===== config.mk =====
export PLATFORM = sky130hd
export DESIGN_NAME = spi_flash_reader
export DESIGN_NICKNAME = d
export VERILOG_FILES = /design/src/rtl/spi_flash_reader.sv
export SDC_FILE = /design/constraint.sdc
export NUM_CORES = 1
export LEC_CHECK = 0
export BUFFER_PORTS_ARGS = -buffer_cell sky130_fd_sc_hd__buf_2
export CORE_MARGIN = 2
export CORE_UTILIZATION = 55
export CTS_CLUSTER_SIZE = 25
export DETAILED_ROUTE_END_ITERATION = 16
export GPL_ROUTABILITY_DRIVEN = 0
export PLACE_DENSITY = 0.75
export SETUP_SLACK_MARGIN = 0.1
export SLEW_MARGIN = 20
export SYNTH_ARGS = -nofsm -noshare
export SYNTH_HDL_FRONTEND = slang
export SYNTH_SLANG_ARGS = --single-unit
export TNS_END_PERCENT = 10

===== constraint.sdc =====
create_clock -name clk -period 5.1 [get_ports clk]
set_clock_uncertainty 0.05 [all_clocks]
set_input_delay 1.02 -clock clk [delete_from_list [all_inputs] [get_ports clk]]
set_output_delay 1.02 -clock clk [all_outputs]
set_load 0.05 [all_outputs]

===== src/rtl/spi_flash_reader.sv =====
// Read-only SPI NOR flash bridge: each bus read becomes one READ (03h) transaction returning a little-endian word.
// Define SPI_FLASH_FAST_READ_EN to issue FAST READ (0Bh) with 8 dummy bits instead.
module spi_flash_reader #(
    parameter logic [23:0] FLASH_BASE     = 24'h500000,
    parameter int          CLK_DIV        = 1,
    parameter int          CS_HIGH_CYCLES = 4
) (
    input  logic        clk,
    input  logic        n_reset,
    input  logic        mem_valid,
    input  logic [31:0] mem_addr,
    output logic        mem_ready,
    output logic [31:0] mem_rdata,
    output logic        spi_cs,
    output logic        spi_clk,
    output logic        spi_mosi,
    input  logic        spi_miso
);
`ifdef SPI_FLASH_FAST_READ_EN
    localparam int         FRAME_W    = 72;
    localparam int         DATA_START = 40;
    localparam logic [7:0] CMD        = 8'h0B;
`else
    localparam int         FRAME_W    = 64;
    localparam int         DATA_START = 32;
    localparam logic [7:0] CMD        = 8'h03;
`endif
    localparam int               DIV_W     = (CLK_DIV > 1) ? $clog2(CLK_DIV) : 1;
    localparam int               CNT_W     = $clog2(CS_HIGH_CYCLES + 1);
    localparam logic [DIV_W-1:0] DIV_LAST  = DIV_W'(CLK_DIV - 1);
    localparam logic [CNT_W-1:0] CS_RELOAD = CNT_W'(CS_HIGH_CYCLES);
    localparam logic [6:0]       BIT_LAST  = 7'(FRAME_W - 1);
    localparam logic [6:0]       BIT_DATA  = 7'(DATA_START);

    typedef enum logic [1:0] {IDLE = 2'd0, SHIFT = 2'd1, DONE = 2'd2, DESELECT = 2'd3} state_t;

    state_t             r_state;
    state_t             w_next;
    logic [DIV_W-1:0]   r_div;
    logic               r_sclk;
    logic [6:0]         r_bit;
    logic [CNT_W-1:0]   r_desel;
    logic [FRAME_W-1:0] r_frame;
    logic [31:0]        r_rx;
    logic [31:0]        r_rdata;
    logic [FRAME_W-1:0] w_frame_init;
    logic [31:0]        w_rx_next;
    logic [23:0]        w_flash_addr;
    logic               w_accept;
    logic               w_half_end;
    logic               w_capture;
    logic               w_last_fall;
    logic               w_unused;

    // Offset is word-aligned; the 24-bit sum wraps at the top of the flash.
    assign w_flash_addr = FLASH_BASE + {mem_addr[23:2], 2'b00};
    assign w_frame_init = {CMD, w_flash_addr, {(FRAME_W - 32){1'b0}}};
    assign w_unused     = ^{mem_addr[31:24], mem_addr[1:0]};

    assign w_accept    = (r_state == IDLE) && mem_valid && (r_desel == '0);
    assign w_half_end  = (r_state == SHIFT) && (r_div == DIV_LAST);
    assign w_capture   = (r_state == SHIFT) && r_sclk && (r_div == '0) && (r_bit >= BIT_DATA);
    assign w_last_fall = w_half_end && r_sclk && (r_bit == BIT_LAST);
    assign w_rx_next   = w_capture ? {r_rx[30:0], spi_miso} : r_rx;

    always_ff @(posedge clk or negedge n_reset) begin
        if (!n_reset) begin
            r_state <= IDLE;
        end else begin
            r_state <= w_next;
        end
    end

    always_comb begin
        w_next = r_state;
        case (r_state)
            IDLE:     if (w_accept) w_next = SHIFT;
            SHIFT:    if (w_last_fall) w_next = DONE;
            DONE:     w_next = DESELECT;
            DESELECT: if (r_desel <= CNT_W'(1)) w_next = IDLE;
            default:  w_next = IDLE;
        endcase
    end

    always_comb begin
        spi_cs    = 1'b1;
        spi_clk   = 1'b0;
        spi_mosi  = 1'b0;
        mem_ready = 1'b0;
        case (r_state)
            SHIFT: begin
                spi_cs   = 1'b0;
                spi_clk  = r_sclk;
                spi_mosi = r_frame[FRAME_W-1];
            end
            DONE:    mem_ready = 1'b1;
            default: ;
        endcase
    end

    assign mem_rdata = r_rdata;

    always_ff @(posedge clk or negedge n_reset) begin
        if (!n_reset) begin
            r_div   <= '0;
            r_sclk  <= 1'b0;
            r_bit   <= '0;
            r_desel <= CS_RELOAD;
            r_rdata <= '0;
        end else begin
            if (w_accept) begin
                r_div  <= '0;
                r_sclk <= 1'b0;
                r_bit  <= '0;
            end else if (r_state == SHIFT) begin
                if (w_half_end) begin
                    r_div  <= '0;
                    r_sclk <= ~r_sclk;
                    if (r_sclk) r_bit <= r_bit + 7'd1;
                end else begin
                    r_div <= r_div + 1'b1;
                end
            end
            if (r_state == DONE) begin
                r_desel <= CS_RELOAD;
            end else if (r_desel != '0) begin
                r_desel <= r_desel - 1'b1;
            end
            // First received byte lands in the low byte of the bus word.
            if (w_last_fall) begin
                r_rdata <= {w_rx_next[7:0], w_rx_next[15:8], w_rx_next[23:16], w_rx_next[31:24]};
            end
        end
    end

    always_ff @(posedge clk) begin
        if (w_accept) begin
            r_frame <= w_frame_init;
        end else if (w_half_end && r_sclk) begin
            r_frame <= {r_frame[FRAME_W-2:0], 1'b0};
        end
        r_rx <= w_rx_next;
    end
endmodule


==> key figures <==
Status
  – Status: finished, final reports clean

Clock tree
  – Post-CTS Resized: 0
  – Setup Fix Bufs, Post-CTS: 0
  – Num Clock Sinks: 108
  – H-tree Lvls: 3
  – CTS Buf Count: 9
  – Clk_lat worst skew: 0.37 ns
  – Post-CTS Hold Buffers: 0
  – Clock Tree Buf Depth: 2
  – CTS root buf: clkbuf_8
  – Clock transition at path regs: about 0.1 ns
  – CTS tree: built

Power and ir drop
  – Pint: approximately 1.1 mW
  – Worst vdd ir: ~150 uV
  – Combinational power share: 1.4%
  – Switch share: a little over a fifth
  – Pwr/cell area: 291.4 mW/mm^2
  – Clk pwr share: 37.6%
  – Overall power: around 1.4 mW
  – Sequential Power Share: 61.0%
  – Switch Pwr: 310.1 uW
  – Pleak: 2.488 nW

Cells and area
  – Highest-count cells in the layout ignoring fill and taps: nand2_1, buf_2, dfrtp_1
  – Syn-to-layout area delta: 13.29%
  – Commonest non-fill, non-tap cell in the layout: nand2_1
  – Final nets: 445
  – Ratio of cells with drive above 1 in the final layout: between 30 and 40%
  – Ant diodes: 0

Yosys
  – Post-synth cell types: 35
  – Share of the synthesized area in the top cell type: roughly a quarter
  – Post-Synth Simple-Gate Area: 10.54%
  – Syn Nets: approximately 390
  – Netlist Area Pre-Place: 0.004332 mm^2
  – Post-synthesis area per instance: 12.70 um^2
  – Mux cell area share after synthesis: 19.64%
  – Post-synthesis xor/xnor area fraction: 1.820%
  – Dominant cells by area after synthesis: dfrtp_1, dfxtp_1, edfxtp_1, mux2_4, mux2_2
  – Sequential-to-total area share from yosys stat: approximately 60%
  – Yosys reg bits: 108
  – Synth warnings: 0
  – Largest family of logic cells by synthesized area: multiplexers
  – Cells after Synth: between 300 and 400
  – Cell taking the most area after synthesis: dfrtp_1
  – Post-Synth Adder-Cell Area: 2.600%
  – Compound-Gate Fraction of Synth Area: 2.542%

Timing
  – Period utilisation layout: 61.14%
  – Slew headroom: 32.81%
  – Final Hold Vio Count: 0
  – Setup TNS: 0 ns
  – Final Setup Violations: 0
  – F_max: around 320 MHz
  – Tightest Pin Transition: 1.008 ns
  – Minimum clock period: 3.118 ns
  – Final Max Slew Viols: 0
  – RSZ-0062 raised after global routing: no

GRT
  – Total GRT Usage: ~17%
  – Total gr overflow: 0
  – Vias in the first global route: 2,649
  – Global-route wire length before repair: roughly 12,000 um
  – Pin count of the biggest net entering global routing: 47
  – Antenna violations before repair: 0

Critical path
  – CP Class: flop to flop
  – CP bufs+invs: 1
  – Crit end category: flop
  – Slowest stage delay, CP: ~0.90 ns
  – Crit-path cells: inv_1 -> ha_1 -> nand3b_1 -> or2_1 -> or3_2 -> mux2_4
  – Crit path DAT: around 3.3 ns
  – Critical path depth: 6
  – Crit-path leading delay family: simple AND/OR/NAND/NOR gates
  – CP startpoint: r_state[1]$_DFFE_PN0P_
  – Worst EP required: 5.31 ns
  – CP Launch Type: flop
  – Slowest CP cell: or3_2
  – CP max FO: 33
  – FF-to-FF setup slack: 1.98 ns
  – Worst R2R End: mem_rdata[12]$_DFFE_PN0P_
  – Reg2reg start: r_state[1]$_DFFE_PN0P_
  – R2R cell count: 6
  – Critical Path End: mem_rdata[12]$_DFFE_PN0P_

Floorplanning
  – Area of the die: between 0.008 and 0.009 mm^2
  – Initial Utilization: 56.35%
  – I/O pin count: 72
  – CORE AREA: ~0.0077 mm^2
  – Die height: 92.75 um
  – Site row count: 32
  – Die W: 92.75 um

Route
  – Top layer in use: met4
  – WL met3: 380 um
  – DRC Markers: 0
  – Met1 Wirelength: 3087 um
  – Vias: between 2,000 and 3,000
  – Vias per cell: 5.077
  – Initial DRT Pass Iterations: 4
  – DR WL met2: 3273 um
  – Post-Route WL: 6845 um
  – First DRT Iteration DRCs: 90
  – Routed Antenna Nets: 0
  – Post-DR wirelength/cell: 13.50 um

Hold path
  – HP Class: flop to flop

Placed design
  – DP HPWL: 4508 um
  – IO buf count: 61

Run
  – Max Cap Violations: 0
==> how the worst min path moves through the flow <==
stage                     cells past startpoint                      from  slack (ns)                       end
after global routing                          2  r_frame[61]$_SDFFE_PP0P_        0.43  r_frame[61]$_SDFFE_PP0P_
after floorplan                               2  r_frame[63]$_SDFFE_PP0P_        0.38  r_frame[63]$_SDFFE_PP0P_
final                                         2  r_frame[57]$_SDFFE_PP1P_        0.41  r_frame[58]$_SDFFE_PP0P_
after global placement                        2     r_frame[55]$_DFFE_PP_        0.39  r_frame[56]$_SDFFE_PP1P_
after detailed placement                      2  r_frame[58]$_SDFFE_PP0P_        0.40  r_frame[58]$_SDFFE_PP0P_
after CTS                                     2  r_frame[58]$_SDFFE_PP0P_        0.41  r_frame[58]$_SDFFE_PP0P_
==> cell families after synthesis <==
| logic type | count (synthesis) |
|---|---|
| and+or+nand+nor | 109 |
| DFF | 108 |
| muxes | 66 |
| buffers and inverters | 21 |
| AOI/OAI and AO/OA | 19 |
| xor gates and xnor gates | 9 |
| adders and majority gates | 9 |
==> state kept, by name, indices dropped and copies added (netlist names) <==
register	cells
r_bit	7
mem_rdata	32
r_div	1
r_frame	30
r_state	2
r_rx	32
r_desel	3
r_sclk	1
==> synth_stat cells, drive strengths merged <==
cell,number
and3b,1
nand4,2
nand3,4
mux2i,1
dfstp,1
or4,1
a221o,1
dfrtp,45
or3,1
a21oi,10
clkbuf,8
inv,6
xnor2,3
and3,3
nor2b,2
edfxtp,22
nand3b,1
and2,3
a21boi,1
ha,9
or2,1
mux2,65
o31ai,1
dfxtp,40
nand2,78
a211oi,1
xor2,6
buf,7
o21ai,4
o21bai,1
nor2,12
==> routing by layer <==
| metal | track usage (%) | up-vias |
|---|---|---|
| met5 | 0 | - |
| met4 | 6.250 | 0 |
| met3 | 5.614 | 11 |
| met2 | 29.68 | 60 |
| met1 | 20.32 | 1233 |
| li1 | - | 1270 |
==> worst reg2reg max path: stages (launching register included) <==
cell	delay (ns)
dfrtp_1	0.43
inv_1	0.09
ha_1	0.27
nand3b_1	0.40
or2_1	0.41
or3_2	0.90
mux2_4	0.46
==> final cells by class <==
type | count | area, um^2
fillers | 636 | 2780
flip-flops and latches | 108 | 2614
multi-input cells | 212 | 1614
repair buffers | 63 | 322.8
clock buffers | 10 | 127.6
well taps | 102 | 127.6
clock inverters | 6 | 78.83
inverters | 6 | 22.52
==> power groups by stage <==
stage               combinational (mW)  sequential [mW]  clock [mW]
floorplan                      0.00247            0.891           0
global placement                0.0199            0.891           0
detailed placement              0.0202            0.891           0
CTS                             0.0204            0.873       0.555
global route                    0.0227            0.873       0.585
finish                          0.0198            0.873       0.537
==> metrics by stage <==
stage | instances | cell area (um^2) | hold slack, ns | setup slack [ns] | util, %
floorplan | 341 | 4332 | 0.3817 | 2.676 | -
global placement | 491 | 4697 | 0.3873 | 2.036 | 61.10
detailed placement | 491 | 4697 | 0.3965 | 1.964 | 61.10
CTS | 507 | 4903 | 0.4109 | 1.961 | 63.79
global route | 507 | 4907 | 0.4312 | 1.789 | 63.83
finish | 507 | 4907 | 0.4117 | 1.982 | 63.83
Note: power is estimated with default switching activity, not from simulation.
